**src/rtl/marquee_ctrl.sv**
```systemverilog
// Marquee controller: sequences an external 8-bit shift register through
// load / run / pause, pacing shifts with a prescaler and choosing the serial-fill bit.
module marquee_ctrl #(
    parameter int TICK_DIV = 50_000_000
) (
    input  logic       clk,
    input  logic       rst,
    input  logic       start,
    input  logic       stop,
    input  logic       load_req,
    input  logic [1:0] mode,
    input  logic [7:0] q,
    output logic       sr_load,
    output logic       sr_shift,
    output logic       sr_sin,
    output logic [1:0] state,
    output logic [7:0] step_cnt
);

    localparam int PRE_W = (TICK_DIV > 1) ? $clog2(TICK_DIV) : 1;
    localparam logic [PRE_W-1:0] PRE_TERM = PRE_W'(TICK_DIV - 1);

    typedef enum logic [1:0] {
        IDLE  = 2'b00,
        LOAD  = 2'b01,
        RUN   = 2'b10,
        PAUSE = 2'b11
    } state_t;

    state_t           cur;
    state_t           nxt;
    logic [PRE_W-1:0] pre;
    logic             stay_run;
    logic             shift_nxt;

    always_ff @(posedge clk or negedge rst) begin
        if (!rst) begin
            cur <= IDLE;
        end else begin
            cur <= nxt;
        end
    end

    always_comb begin
        nxt     = cur;
        sr_load = 1'b0;
        unique case (cur)
            IDLE: begin
                if (load_req || start) nxt = LOAD;
            end
            LOAD: begin
                sr_load = 1'b1;
                nxt     = RUN;
            end
            RUN: begin
                if (load_req)  nxt = LOAD;
                else if (stop) nxt = PAUSE;
            end
            PAUSE: begin
                if (load_req)   nxt = LOAD;
                else if (stop)  nxt = IDLE;
                else if (start) nxt = RUN;
            end
        endcase
    end

    // The prescaler only advances on RUN cycles that stay in RUN, so a stop
    // landing on terminal count keeps that count and resumes without losing a step.
    assign stay_run  = (cur == RUN) && !stop && !load_req;
    assign shift_nxt = stay_run && (pre == PRE_TERM);

    always_ff @(posedge clk or negedge rst) begin
        if (!rst) begin
            pre <= '0;
        end else if (cur == IDLE || cur == LOAD) begin
            pre <= '0;
        end else if (stay_run) begin
            pre <= shift_nxt ? '0 : pre + 1'b1;
        end
    end

    // Shift strobe is one cycle late; step_cnt advances as that shift completes,
    // so sr_sin for shift n is derived from step n.
    always_ff @(posedge clk or negedge rst) begin
        if (!rst) begin
            sr_shift <= 1'b0;
            step_cnt <= 8'd0;
        end else begin
            sr_shift <= shift_nxt;
            if (cur == LOAD) begin
                step_cnt <= 8'd0;
            end else if (sr_shift) begin
                step_cnt <= step_cnt + 8'd1;
            end
        end
    end

    always_comb begin
        sr_sin = 1'b0;
        unique case (mode)
            2'b00: sr_sin = q[0];
            2'b01: sr_sin = 1'b1;
            2'b10: sr_sin = 1'b0;
            2'b11: sr_sin = ~step_cnt[3];
        endcase
    end

    assign state = cur;

endmodule
```
**config.mk**
```make
export PLATFORM = sky130hd
export DESIGN_NAME = marquee_ctrl
export DESIGN_NICKNAME = d
export VERILOG_FILES = /design/src/rtl/marquee_ctrl.sv
export SDC_FILE = /design/constraint.sdc
export NUM_CORES = 1
export LEC_CHECK = 0
export BUFFER_PORTS_ARGS = -buffer_cell sky130_fd_sc_hd__clkbuf_2
export CAP_MARGIN = 0
export CORE_UTILIZATION = 40
export DETAILED_ROUTE_END_ITERATION = 8
export HOLD_SLACK_MARGIN = 0.05
export PLACE_DENSITY = 0.65
export SETUP_SLACK_MARGIN = 0.3
export SLEW_MARGIN = 40
export SYNTH_ARGS = -nofsm -noshare
export SYNTH_HDL_FRONTEND = slang
export SYNTH_SLANG_ARGS = --single-unit
```
**constraint.sdc**
```tcl
create_clock -name clk -period 1.7 [get_ports clk]
set_clock_uncertainty 0.05 [all_clocks]
set_input_delay 0 -clock clk [delete_from_list [all_inputs] [get_ports clk]]
set_output_delay 0 -clock clk [all_outputs]
set_load 0.005 [all_outputs]
```
==> results of run 1 <==
==> layout by cell type (no fill, tap or decap), drive strengths merged, types with 4 or more instances in the layout <==
cell         Yosys  layout
and2             4       4
and3             7       7
nand2           35      35
dlygate4sd3      0       4
xor2             4       4
clkbuf           2      26
nor2            17      17
a31oi           22      22
o21ai           10      10
inv              8       8
nand4           11      11
dfrtp           37      37
or3              4       4
nor3             6       6
nand3           12      12
a21oi           18      18
buf              9      66
==> synthesized netlist by cell type, types with 2 or more instances <==
master    instances  area share, %
a21oi_1          17            3.9
a31oi_1          22            6.4
a41oi_1           2           0.81
and2_1            3           0.87
and3_1            7            2.0
and4_1            2           0.81
buf_2             2           0.46
buf_4             2           0.70
buf_6             4            2.1
clkbuf_1          2           0.35
dfrtp_1          37             43
ha_1              3            1.7
inv_1             8            1.4
mux2i_1           2           0.93
nand2_1          35            6.1
nand3_1          12            2.8
nand3b_1          2           0.70
nand4_1          11            3.2
nand4b_1          2           0.81
nor2_1           17            3.0
nor3_1            6            1.4
o21ai_0           7            1.6
o21ai_1           3           0.70
or2b_1            2           0.70
or3_1             3           0.87
xor2_1            4            1.6
==> metal layers <==
| layer | part of all wire (%) | track usage (%) | routed length [um] | vias to the layer above |
|---|---|---|---|---|
| li1 | - | - | - | 1072 |
| met1 | 43 | 27.5 | 2840 | 1103 |
| met2 | 49 | 34.7 | 3300 | 87 |
| met3 | 5.6 | 5.03 | 374 | 19 |
| met4 | 2.2 | 9.26 | 150 | 0 |
| met5 | 0 | 0 | 0 | - |
==> final cells by class <==
class / count / area, sq um / share of cell area, %
inverters: 8 / 30.0 / 0.921
multi-input cells: 186 / 1340 / 41.0
clock inverters: 1 / 30.0 / 0.921
repair buffers: 89 / 764 / 23.4
flip-flops and latches: 37 / 926 / 28.4
well taps: 70 / 87.6 / 2.69
clock buffers: 7 / 86.3 / 2.65
==> power by group through the flow <==
stage	Combinational [mW]	Sequential (mW)	Clock, mW
global placement	0.622	0.942	0
floorplan	0.398	0.965	0
finish	1.21	0.936	0.816
CTS	0.812	0.931	0.821
global route	1.26	0.938	0.856
detailed placement	0.624	0.945	0
==> how the worst min path moves through the flow <==
stage | startpoint | end | slack, ps | depth (start not counted)
floorplan | rst | pre[0]$_DFFE_PN0P_ | -350 | 0
global placement | rst | pre[12]$_DFFE_PN0P_ | 40 | 2
detailed placement | rst | pre[13]$_DFFE_PN0P_ | 30 | 2
CTS | load_req | sr_shift$_DFF_PN0_ | 100 | 4
global route | load_req | sr_shift$_DFF_PN0_ | 130 | 4
finish | load_req | sr_shift$_DFF_PN0_ | 120 | 4
==> logic make-up (layout without fill, tap and decap cells) <==
kind of cell    count (synthesis)  in the layout  share of synthesized area (%)
compound gates                 61             61                           17.6
simple gates                  114            114                           29.0
buf+inv                        19            105                           5.17
fa+ha+maj                       3              3                           1.74
mux                             3              3                           1.45
xor+xnor                        5              5                           2.03
flops                          37             37                           42.9
==> stage by stage <==
stage / setup WS (ps) / TNS, ps
6_report: -212 / -3150
5_1_grt: -259 / -5110
4_1_cts: -109 / -1040
3_5_place_dp: -158 / -1150
3_3_place_gp: -133 / -1220
2_1_floorplan: -107 / -1330
==> registers in the layout, summed over array words and instances, names as in the netlist <==
register	cells
sr_shift	1
step_cnt	8
state	2
pre	26
==> what timing repair did <==
action,CTS,global route
pin swaps,18,13
endpoints found under the setup margin,29,39
hold buffers,4,0
gates cloned,1,1
resized for setup,29,33
endpoints found under the hold margin,39,0
buffers inserted,9,6
==> worst max-delay path, cell delays in order (launching register included) <==
cell and delay (ps):
dfrtp_1 400, or3_4 380, nor4_4 310, a21oi_4 120, buf_6 140, buf_12 120, a21oi_1 170, a31oi_1 90
==> impl_results.md, run 1 <==
* Slew HR at 67.6%
* Final WS setup at -212 ps
* Pwr Density at 907 nW/um^2
* Fillcell total at 409
* Min-Delay Path Class: in -> reg
* Die area at roughly 5700 sq um
* Setup crit start kind: flip-flop
* Worst VDD drop at ~0.45 mV
* Switching Share at 31.6%
* GRT Residual Overflow at 0
* Die Width at 75.4 um
* Seq/Total Area, Yosys at 42.9%
* # rows at 26
* Nets at between 300 and 400
* I/O pin count at 28
* Warnings from Yosys at 0
* R2R Setup Slk at -210 ps
* Fin util at 63.5%
* Post-synthesis average cell area at 8.91 sq um
* Unrepaired setup endpoints after global routing: true
* Power Total at between 2 and 3 mW
* Fin area at 3260 sq um
* Post-synth EDFFs at 0
* Status: complete, but fails checks
* Clock tree root buffer cell: clkbuf_8
* Fraction of registers with async set/reset at 100%
* Antenna Cells at 0
* Combinational share of power at about two fifths
* Global-route wire length before repair at 9.00 mm
* Clk buf depth at 2
* CP Capture Type: flip-flop
* Clock latency on the worst-skew pair at about 300 ps
* WHS at 125 ps
* Placer congestion estimate at 0.877
* Num CTS Buffers at 5
* Final setup fails at 28
* DP Cell Count at 369
* Clock sinks at 37
* Worst Tran Pin Value at 486 ps
* Final cell count without fillers at 398
* Peak fanout along the critical path at 7
* Internal at 2.02 mW
* Global Route Usage Sum at between 20% and 30%
* Clock share of power at 27.6%
* Worst setup endpoint: pre[14]$_DFFE_PN0P_
* Starting Density at 41.9%
* Arrival time worst endpoint at roughly 2000 ps
* Kind of critical path: reg -> reg
* Netlist cell types at 51
* Core area at between 5000 and 6000 sq um
* Share of layout cells above drive strength 1 at 41.5%
* Die Height at 75.4 um
* Max-Cap Viols at 0
* Dominant synthesized flop cell: dfrtp_1
* CP startpoint: pre[9]$_DFFE_PN0P_
* Vias per cell at around 5.7
* DRT iter0 DRCs at 202
* Sequential share of power at 31.6%
* CTS tree: built
* Final period util at 112%
* Worst r2r src: pre[9]$_DFFE_PN0P_
* Area growth syn-to-layout at 51.3%
* DR pass1 iterations at 4
* Worst EP required at about 1800 ps
* Final hold vios at 0
* Vias at 2,281
* Syn nets at 260
* Fmax at roughly 520 MHz
* Synthesized area at between 2000 and 2500 sq um
* Clk slew on worst S/H paths at 80 ps
* Placement Cell Area at 2680 sq um
* WL final at 6.67 mm
* DP HPWL at about 3.9 mm
* ANT nets after route at 0
* # DRC at 0
* H-tree levels at 2
* Largest net degree at the start of global routing at 38
* Slew Limit Fails at 0
* Vias in the first global route at 1,908
* Violated checks: setup timing
* Cell count after synthesis at roughly 240
* Period minus WS final at 1910 ps
* Reg2reg end: pre[14]$_DFFE_PN0P_
* Leakage power at 1.41 nW
* Port bufs at 20
* P_sw at 0.935 mW
* Yosys reg bits at 37
* Avg WL per Cell at about 17 um
* Worst R2R Path Depth at 7
* Initial antenna violation count at 0
Power figures use the tool's default switching activity.
==> run 2, diff against run 1 <==
--- a/config.mk
+++ b/config.mk
@@ -7,10 +7,12 @@
 export LEC_CHECK = 0
 export BUFFER_PORTS_ARGS = -buffer_cell sky130_fd_sc_hd__clkbuf_2
 export CAP_MARGIN = 0
-export CORE_UTILIZATION = 40
+export CELL_PAD_IN_SITES_DETAIL_PLACEMENT = 0
+export CELL_PAD_IN_SITES_GLOBAL_PLACEMENT = 1
+export CORE_UTILIZATION = 39
 export DETAILED_ROUTE_END_ITERATION = 8
 export HOLD_SLACK_MARGIN = 0.05
-export PLACE_DENSITY = 0.65
+export PLACE_DENSITY_LB_ADDON = 0.1
 export SETUP_SLACK_MARGIN = 0.3
 export SLEW_MARGIN = 40
 export SYNTH_ARGS = -nofsm -noshare
==> constraint.sdc (replaced) <==
create_clock -name clk -period 1.6 [get_ports clk]
set_clock_uncertainty 0.05 [all_clocks]
set_input_delay 0 -clock clk [delete_from_list [all_inputs] [get_ports clk]]
set_output_delay 0 -clock clk [all_outputs]
set_load 0.005 [all_outputs]
==> impl_results.md, run 2 (same netlist as run 1, synthesis figures left out) <==
* Status: complete, but fails checks
* Violated checks: setup timing
* DP Cell Count at 381 (+3.3%)
* Global Route Usage Sum at 22.7% (+1.3 points)
* Avg WL per Cell at 15.3 um (-8.9%)
* GRT Residual Overflow at 0 (unchanged)
* DP HPWL at 4.11 mm (+6.3%)
* # rows at 26 (unchanged)
* # DRC at 0 (unchanged)
* Clock latency on the worst-skew pair at 290 ps (about the same)
* Worst r2r src: state[0]$_DFFE_PN0P_
* Vias at 2,204 (-3.4%)
* Vias per cell at 5.44 (-5.0%)
* R2R Setup Slk at -210 ps (about the same)
* CP Capture Type: flip-flop
* Starting Density at 41.4% (-0.52 points)
* Vias in the first global route at 2,146 (+12%)
* Area growth syn-to-layout at 52.5%
* H-tree levels at 2 (unchanged)
* Die Height at 76.4 um (+1.2%)
* Nets at 352 (+2.0%)
* Initial antenna violation count at 0 (unchanged)
* Die area at 5830 sq um (+2.5%)
* Arrival time worst endpoint at 1980 ps (-50 ps)
* Max-Cap Viols at 0 (unchanged)
* Slew HR at 67.4% (-0.19 points)
* Number of flip-flops in the largest register at 26 (unchanged)
* Period minus WS final at 1810 ps (-102 ps)
* Num CTS Buffers at 5 (unchanged)
* Final cell count without fillers at 405 (+1.8%)
* Worst Hold Endpoint: sr_shift$_DFF_PN0_
* Placement Cell Area at 2770 sq um (+3.4%)
* Clk buf depth at 2 (unchanged)
* Commonest non-fill, non-tap cell in the layout: buf_4
* Reg2reg end: pre[8]$_DFFE_PN0P_
* Hold path depth at 4 (unchanged)
* ANT nets after route at 0 (unchanged)
* Antenna Cells at 0 (unchanged)
* Fillcell total at 469 (+15%)
* I/O pin count at 28 (unchanged)
* Worst VDD drop at 0.686 mV (+52%)
* DR pass1 iterations at 4 (unchanged)
* Slew Limit Fails at 0 (unchanged)
* Worst Tran Pin Value at 489 ps (+2.88 ps)
* Unrepaired setup endpoints after global routing: true
* Final setup fails at 26 (-7.1%)
* Worst R2R Path Depth at 5 (-2)
* Clk slew on worst S/H paths at 80 ps (about the same)
* Final hold vios at 0 (unchanged)
* DRT iter0 DRCs at 106 (-48%)
* Final period util at 113% (+0.63 points)
* Worst EP required at 1770 ps (-50 ps)
* Kind of critical path: reg -> reg
* Min-Delay Path Class: in -> reg
* Pwr Density at 845 nW/um^2 (-6.8%)
* Leakage power at 1.46 nW (+3.4%)
* Setup crit start kind: flip-flop
* Global-route wire length before repair at 10.5 mm (+16%)
* Largest register by flop count: pre
* Peak fanout along the critical path at 10 (+3)
* CTS tree: built
* Fmax at 553 MHz (+5.7%)
* Clock tree root buffer cell: clkbuf_8
* Core area at 5200 sq um (+1.3%)
* TNS Setup at -3950 ps (-799 ps)
* Port bufs at 20 (unchanged)
* Clock sinks at 37 (unchanged)
* Fin area at 3290 sq um (+0.81%)
* Largest net degree at the start of global routing at 38 (unchanged)
* Share of layout cells above drive strength 1 at 46.0% (+4.5 points)
* Final WS setup at -209 ps (+2.42 ps)
* Die Width at 76.4 um (+1.2%)
* Pre-CTS setup slack at -238 ps (-79.9 ps)
* WL final at 6.18 mm (-7.3%)
* Most frequent cells in the layout: buf_4 (62), dfrtp_1 (37), nand2_1 (28)
* WHS at 108 ps (-17.0 ps)
* Hold Startpoint: stop
* Placer congestion estimate at 0.769 (-12%)
==> run 2: cell count changes in the layout (fill, tap and decap cells not counted), sizes merged <==
cell / delta
clkinvlp: +1
buf: +6
clkinv: +1
clkbuf: -1
==> run 2: layer usage <==
| metal | track usage, % | wire, um |
|---|---|---|
| met5 | 0 | 0 |
| met3 | 4.07 | 197 |
| met2 | 37.8 | 3030 |
| met1 | 30.3 | 2880 |
| met4 | 6.15 | 73 |
==> run 2: where the power goes <==
part | internal, mW | switching (mW) | total (mW)
Combinational | 0.453 | 0.503 | 0.956
Sequential | 0.968 | 0.0198 | 0.988
Clock | 0.467 | 0.368 | 0.835
Total | 1.89 | 0.891 | 2.78
==> run 2: final cells by class <==
type / count / area (sq um) / area share [%]
Inverter: 8 / 30.0 / 0.913
Clock buffer: 5 / 68.8 / 2.09
Tap cell: 70 / 87.6 / 2.66
Sequential cell: 37 / 926 / 28.2
Clock inverter: 3 / 46.3 / 1.41
Multi-Input combinational cell: 186 / 1360 / 41.4
Timing Repair Buffer: 96 / 768 / 23.4
==> run 2: worst max-delay path by stage <==
stage,end,start,cells past startpoint
2_1_floorplan,pre[0]$_DFFE_PN0P_,pre[0]$_DFFE_PN0P_,6
3_3_place_gp,pre[8]$_DFFE_PN0P_,state[0]$_DFFE_PN0P_,5
3_5_place_dp,pre[10]$_DFFE_PN0P_,state[0]$_DFFE_PN0P_,5
4_1_cts,pre[8]$_DFFE_PN0P_,state[0]$_DFFE_PN0P_,5
5_1_grt,pre[8]$_DFFE_PN0P_,state[0]$_DFFE_PN0P_,5
6_report,pre[8]$_DFFE_PN0P_,state[0]$_DFFE_PN0P_,5
==> run 2: repair_timing <==
item / in CTS / in global routing
pin swaps: 14 / 10
gates cloned: 2 / 0
endpoints found under the setup margin: 32 / 32
gates resized for setup: 33 / 21
hold buffers: 4 / 0
endpoints found under the hold margin: 39 / 0
setup buffers: 7 / 3
==> run 2: through the flow <==
step / power, mW / utilization (%)
floorplan: 1.45 / -
detailed placement: 1.71 / 53.3
finish: 2.78 / 63.2
global placement: 1.71 / 53.3
global route: 2.93 / 63.2
CTS: 2.71 / 61.1
==> run 2: critical path: stages, from the launching register on <==
cell	delay [ps]
dfrtp_1	390
or4b_4	510
a21oi_4	230
buf_12	170
or2b_1	230
a31oi_1	150
